===== src/rtl/envelope_gen.sv =====
// envelope_gen: ADSR envelope generator with a signed sample multiplier.
// Define ENVELOPE_EXP_DECAY_EN for piecewise-exponential decay/release.
module envelope_gen #(
  parameter int OUTPUT_BITS = 12,
  parameter int ENV_BITS = 8,
  parameter int PRESCALE_SHIFT = 4
) (
  input  logic main_clk,
  input  logic reset_n,
  input  logic gate,
  input  logic [3:0] attack_rate,
  input  logic [3:0] decay_rate,
  input  logic [3:0] release_rate,
  input  logic [3:0] sustain_level,
  input  logic sample_en,
  input  logic signed [OUTPUT_BITS-1:0] wave_in,
  output logic signed [OUTPUT_BITS-1:0] out,
  output logic out_valid,
  output logic [ENV_BITS-1:0] env_level,
  output logic [2:0] env_state
);
  localparam int CW = PRESCALE_SHIFT + 8;
  localparam int PW = OUTPUT_BITS + ENV_BITS + 1;
  localparam logic [ENV_BITS-1:0] FULL = '1;

  typedef enum logic [2:0] {
    IDLE    = 3'd0,
    ATTACK  = 3'd1,
    DECAY   = 3'd2,
    SUSTAIN = 3'd3,
    RELEASE = 3'd4
  } state_t;

  state_t state;
  logic gate_q;
  logic [CW-1:0] cnt;
  logic [CW-1:0] period;
  logic [CW-1:0] last;
  logic [3:0] rate;
  logic rise, fall, tick;
  logic [ENV_BITS-1:0] target;
  logic [ENV_BITS-1:0] lvl_dn;
  logic signed [PW-1:0] wave_x;
  logic signed [PW-1:0] lvl_x;
  logic signed [PW-1:0] prod;

  assign rise = gate & ~gate_q;
  assign fall = ~gate & gate_q;
  assign env_state = state;
  assign target = ENV_BITS'({4'd0, sustain_level} * 8'd17);
  assign lvl_dn = env_level - 1'b1;
  assign tick = (cnt >= last);

  always_comb begin
    unique case (1'b1)
      state == ATTACK: rate = attack_rate;
      state == DECAY:  rate = decay_rate;
      default:         rate = release_rate;
    endcase
    period = CW'({1'b0, rate} + 5'd1) << PRESCALE_SHIFT;
`ifdef ENVELOPE_EXP_DECAY_EN
    // Slower steps at low levels approximate an exponential tail
    if (state != ATTACK) begin
      if (env_level < ENV_BITS'(32))
        period = period << 3;
      else if (env_level < ENV_BITS'(64))
        period = period << 2;
      else if (env_level < ENV_BITS'(128))
        period = period << 1;
    end
`endif
    last = period - CW'(1);
  end

  always_ff @(posedge main_clk or negedge reset_n) begin
    if (!reset_n) begin
      state     <= IDLE;
      env_level <= '0;
      cnt       <= '0;
      gate_q    <= 1'b0;
    end else begin
      gate_q <= gate;
      if (rise) begin
        state <= ATTACK;
        cnt   <= '0;
      end else if (fall && (state == ATTACK ||
                            state == DECAY ||
                            state == SUSTAIN)) begin
        state <= RELEASE;
        cnt   <= '0;
      end else begin
        unique case (1'b1)
          state == ATTACK: begin
            if (env_level == FULL) begin
              state <= DECAY;
              cnt   <= '0;
            end else if (tick) begin
              cnt       <= '0;
              env_level <= env_level + 1'b1;
              if (env_level == FULL - 1'b1)
                state <= DECAY;
            end else begin
              cnt <= cnt + 1'b1;
            end
          end
          state == DECAY: begin
            if (env_level <= target) begin
              state <= SUSTAIN;
              cnt   <= '0;
            end else if (tick) begin
              cnt       <= '0;
              env_level <= lvl_dn;
              if (lvl_dn <= target)
                state <= SUSTAIN;
            end else begin
              cnt <= cnt + 1'b1;
            end
          end
          state == RELEASE: begin
            if (env_level == '0) begin
              state <= IDLE;
              cnt   <= '0;
            end else if (tick) begin
              cnt       <= '0;
              env_level <= lvl_dn;
              if (lvl_dn == '0)
                state <= IDLE;
            end else begin
              cnt <= cnt + 1'b1;
            end
          end
          default: ;
        endcase
      end
    end
  end

  assign wave_x = PW'(wave_in);
  assign lvl_x  = PW'(env_level);
  assign prod   = wave_x * lvl_x;

  always_ff @(posedge main_clk or negedge reset_n) begin
    if (!reset_n) begin
      out       <= '0;
      out_valid <= 1'b0;
    end else begin
      out_valid <= sample_en;
      if (sample_en)
        out <= OUTPUT_BITS'(prod >>> ENV_BITS);
    end
  end
endmodule


===== config.mk =====
export PLATFORM = sky130hd
export DESIGN_NAME = envelope_gen
export DESIGN_NICKNAME = d
export VERILOG_FILES = /design/src/rtl/envelope_gen.sv
export SDC_FILE = /design/constraint.sdc
export NUM_CORES = 1
export LEC_CHECK = 0
export CORE_AREA = 4 4 81 159
export DETAILED_ROUTE_END_ITERATION = 8
export DIE_AREA = 0 0 85 163
export PLACE_DENSITY = 0.76
export SLEW_MARGIN = 20
export SYNTH_ARGS = -nofsm -noshare
export SYNTH_HDL_FRONTEND = slang
export SYNTH_SLANG_ARGS = --single-unit

===== constraint.sdc =====
create_clock -name main_clk -period 6.45 [get_ports main_clk]
set_input_delay 1.935 -clock main_clk [delete_from_list [all_inputs] [get_ports main_clk]]
set_output_delay 1.935 -clock main_clk [all_outputs]
set_load 0.03 [all_outputs]

; ---- Word level (Yosys, flattened, before mapping)
; Index checks and enable logic that the tools add are counted.
[word_totals]
regBits = 37
out_inout_bits = 24
wordCells = 73
[op_classes]
addsub = 5
multipliers = 2
n_lt_le_gt_ge = 3
eq_ne = 16
n_mux = 26
bitwise_logic = 6
reduce_logical = 9
[ops]
columns = operator, n
row1 = two-way mux 12 bit, 6
row2 = two-way mux 8 bit, 5
row3 = case mux 12 bit (3 select lines), 1
row4 = two-way mux 3 bit, 11
row5 = case mux 8 bit (3 select lines), 1
row6 = multiplier 12 x 9 -> 20 bit, 1
row7 = == test 8 bit (second input constant), 2
row8 = <= comparator 8 bit, 2
row9 = zero test 8 bit, 2
row10 = != test 5 x 3 -> 1 bit (second input constant), 3
row11 = AND reduction 7 bit, 2
row12 = adder 12 x 1 -> 12 bit (second input constant), 1
row13 = >= comparator 12 bit, 1
row14 = != test 5 x 2 -> 1 bit (second input constant), 2
row15 = subtractor 9 x 1 -> 10 bit (second input constant), 1
row16 = case mux 3 bit (3 select lines), 1
row17 = adder 8 x 1 -> 8 bit (second input constant), 1
row18 = multiplier 4 x 5 -> 8 bit (second input constant), 1
row19 = != test 2 bit (second input constant), 4
row20 = case mux 4 bit (2 select lines), 1
row21 = subtractor 8 x 1 -> 8 bit (second input constant), 1
row22 = == test 3 x 2 -> 1 bit (second input constant), 2
row23 = adder 4 x 1 -> 5 bit (second input constant), 1
row24 = != test 5 x 4 -> 1 bit (second input constant), 1
row25 = 8 further kinds, 13

; ---- Longest topological paths before layout
[logic_depth]
ltp_word = 10
ltp_mapped = 18
ltp_nobuf = 16

; ---- Worst setup path after synthesis
; OpenSTA, ideal clock, no wires.
[synth_timing]
kind = input-to-reg
from = in wave_in[11]
to = reg out[11]
setup_time_ns = 0.082
arrival_ns = 5.983
required_time_ns = 6.368
path_slack_ns = 0.385
cell_stages = 15
path_buffers = 1
path_cell_list = and2_1 fa_1 inv_1 fa_1 fa_1 inv_1 fa_1 ha_1 clkbuf_1 a21oi_1 a21oi_1 nor4b_1 a211oi_1 or3_1 a31oi_1
[synth_via]
elab_chain_cells = 1
[synth_lines]
columns = element, line_no
row1 = start: declaration, 16  ; input logic signed [OUTPUT_BITS-1:0] wave_in,
row2 = multiplier 12 x 9 -> 20 bit, 140  ; assign prod = wave_x * lvl_x;
row3 = end signal: assignment, 149  ; out <= OUTPUT_BITS'(prod >>> ENV_BITS);
row4 = end: declaration, 17  ; output logic signed [OUTPUT_BITS-1:0] out,
; Every way passes these cells.
; A chain may end at the register's enable or synchronous reset.

; ---- Worst setup path in the final report
[layout_timing]
from = in wave_in[7]
to = reg out[7]
; Same word-level chain as after synthesis.

==> impl_metrics.yaml <==
outcome:
  run_status: "finished, final reports clean"
global_routing:
  grt_pass1_wl_mm: 27.9
  grt_max_degree: 38
  grt-ovfl-total: 0
  grt_pass1_vias: 6155
  grt_usage_pct: 25.0
  antenna_found_initial: 0
routing:
  first_pass_iters: 4
  met2_length_mm: 9.60
  post-route-drc-count: 0
  drt-initial-drc-count: 230
  route.met3.wl_microns: 505
  viasPerCell: 5.85
  top_layer_used: "met4"
  drt_wl_total_mm: 16.4
  vias: 5467
  antenna_violating_nets_post_route: 0
  wirelength_met1_mm: 5.10
  wire_per_inst_microns: 17.5
logic_synthesis:
  yosysWarningCount: 0
  synthArstFlopShare_pct: 100
  synth_area_sq_um: 6330
  synth_nets: 879
  synth_seq_cells: 37
  ys.flop_type: "dfrtp_1"
  synth_area_per_cell_sq_um: 8.97
  syn_inst: 706
  seq_area_frac_synth_pct: 14.6
  synth-edff-count: 0
  synth.distinct_cells: 70
setup_path:
  critical_path.reg2reg.endpoint: "out[11]"
  cp_max_fo: 4
  path_delay_family: "adder cells"
  worstPathRequired_ns: 6.62
  worstSetupStartpoint: "wave_in[7]"
  ff2ff_path_depth: 15
  cp_common_cell: "fa_1"
  cp_cell_sequence: "clkdlybuf4s50_1 -> buf_4 -> and2_1 -> fa_1 -> fa_1 -> inv_1 -> fa_1 -> inv_1 -> fa_1 -> ha_1 -> nand3_1 -> a21oi_1 -> buf_4 -> nor3_1 -> nand2_1 -> xor2_1 -> mux2_2"
  timing.rr.start: "env_level[5]"
  path_class: "input pin to register"
  rrSetupSlack_ns: 1.34
  cp-end-kind: "register"
  cp-start-kind: "input pin"
  slowest_delay_ns: 0.53
  arrival_ns: 6.45
  slowest_stage: "fa_1"
  cp_num_buf_inv: 5
worst_hold_path:
  min-delay-path-class: "register to register"
  whs_path_depth: 2
  whs_endpoint: "out[1]"
  worstHoldStart: "out[1]"
floorplan:
  dieHeight_microns: 163
  coreArea_sq_um: 11700
  die_w_microns: 85
  io-pin-count: 56
  initial_utilization_pct: 54.1
  dieArea_sq_um: 13900
  rows: 56
sta:
  final_hold_viol_count: 0
  max_slew_margin_pct: 33.4
  max_freq_ghz: 0.159
  grt_setup_unrepaired: "true"
  setup_viol: 0
  finalClockSkew_ns: 0.00512
  tightest_slew_ns: 0.991
  min_period_over_period_pct: 97.4
  slew_violations: 0
  fin_crit_ns: 6.28
  hold-worst-slack_ns: 0.502
clock_network:
  htreeDepth: 2
  clkSlewWorstSetupHoldPaths_ns: 0.06
  cts_setup_buffers: 0
  cts_tree: "done"
  clk_latency_ns: 0.29
  root_buffer: "clkbuf_16"
  cts_buffers: 5
  cts_sinks: 37
  clock_path_buffers: 2
layout:
  final_net_count: 962
  final_core_util_pct: 64.3
  layout-drive-gt1-share_pct: 12.0
  antennaDiodeCount: 0
  area_growth_syn_to_layout_pct: 18.9
place:
  gp_congestion: 0.888
  post-dp-hpwl_mm: 13.5
  numPortBuffers: 55
run:
  cap_viol_max_count: 0
[worst max path at each step]
stage                          to  slack (ns)  depth (start not counted)
final                      out[7]        0.17                         17
after global routing      out[11]       -0.05                         16
after CTS                 out[11]      0.0008                         15
after detailed placement  out[11]       -0.28                         15
after global placement    out[11]       -0.25                         15
after floorplan           out[11]        0.39                         15
[per-stage QoR]
| stage | std cells | worst slack (ns) | cell area, sq um | TNS (ns) |
|---|---|---|---|---|
| after floorplan | 706 | 0.385 | 6330 | 0 |
| after global placement | 927 | -0.251 | 7290 | -1.18 |
| after detailed placement | 927 | -0.283 | 7290 | -1.67 |
| after CTS | 935 | 0.000820 | 7490 | 0 |
| after global routing | 935 | -0.0537 | 7530 | -0.0537 |
| final | 935 | 0.171 | 7530 | 0 |
[sequential cells by signal (all words and copies together) (netlist names)]
register,count
gate_q,1
env_level,8
out,12
out_valid,1
cnt,12
env_state,3
[area by class of cell]
cell class	instances	area, sq um
Multi-Input combinational cell	519	4860
Sequential cell	37	926
Inverter	126	473
Fill cell	958	4180
Timing Repair Buffer	100	891
Tap cell	145	181
Clock inverter	3	68.8
Clock buffer	5	125
[cells in the mapped netlist (all sizes together), types with 14 or more instances]
master | instances | area (sq um)
inv | 126 | 473
fa | 75 | 1500
ha | 66 | 826
nand2 | 65 | 244
and2 | 55 | 344
dfrtp | 37 | 926
a21oi | 24 | 131
clkbuf | 19 | 71.3
o21ai | 19 | 98.8
nor2 | 18 | 70.1
nand3 | 14 | 82.6
xor2 | 14 | 123
[cells in the final DEF (no fill, tap or decap), types with 7 or more instances in the layout]
cell,n
o31ai_1,9
and2_1,55
xnor2_1,13
nor2b_1,7
a21oi_1,22
nor3_1,11
ha_1,66
clkdlybuf4s50_1,51
xor2_1,14
o21ai_0,15
nor2_1,16
and3_1,7
nand4_1,11
mux2_2,8
buf_4,45
a22o_1,8
nand3_1,13
fa_1,74
nand2_1,65
dfrtp_1,37
inv_1,125
[cell families after synthesis]
kind of cell             share of synthesized area (%)
buffers and inverters                             9.11
AND/OR/NAND/NOR                                   20.7
adder cells (fa/ha/maj)                           36.8
flip-flops                                        14.6
AO/OA/AOI/OAI                                     12.6
XOR/XNOR                                          3.73
multiplexers                                      2.41
[worst min-delay path: stages (launching register included)]
cell	delay, ns
dfrtp_1	0.35
nand2_1	0.06
nand4_1	0.06
[routing by layer]
layer	up-vias	global-route usage (%)
met2	181	50.4
met5	-	0
met4	0	16.6
met3	88	2.03
li1	2505	-
met1	2693	22.4
[repair_timing]
item,4_1_cts,5_1_grt
hold buffers,0,0
endpoints found under the setup margin,0,8
gates resized for setup,0,12
Power is left out: the tool's default activity adds up to more than one toggle a clock period on the data nets, which glitch-free logic cannot reach.
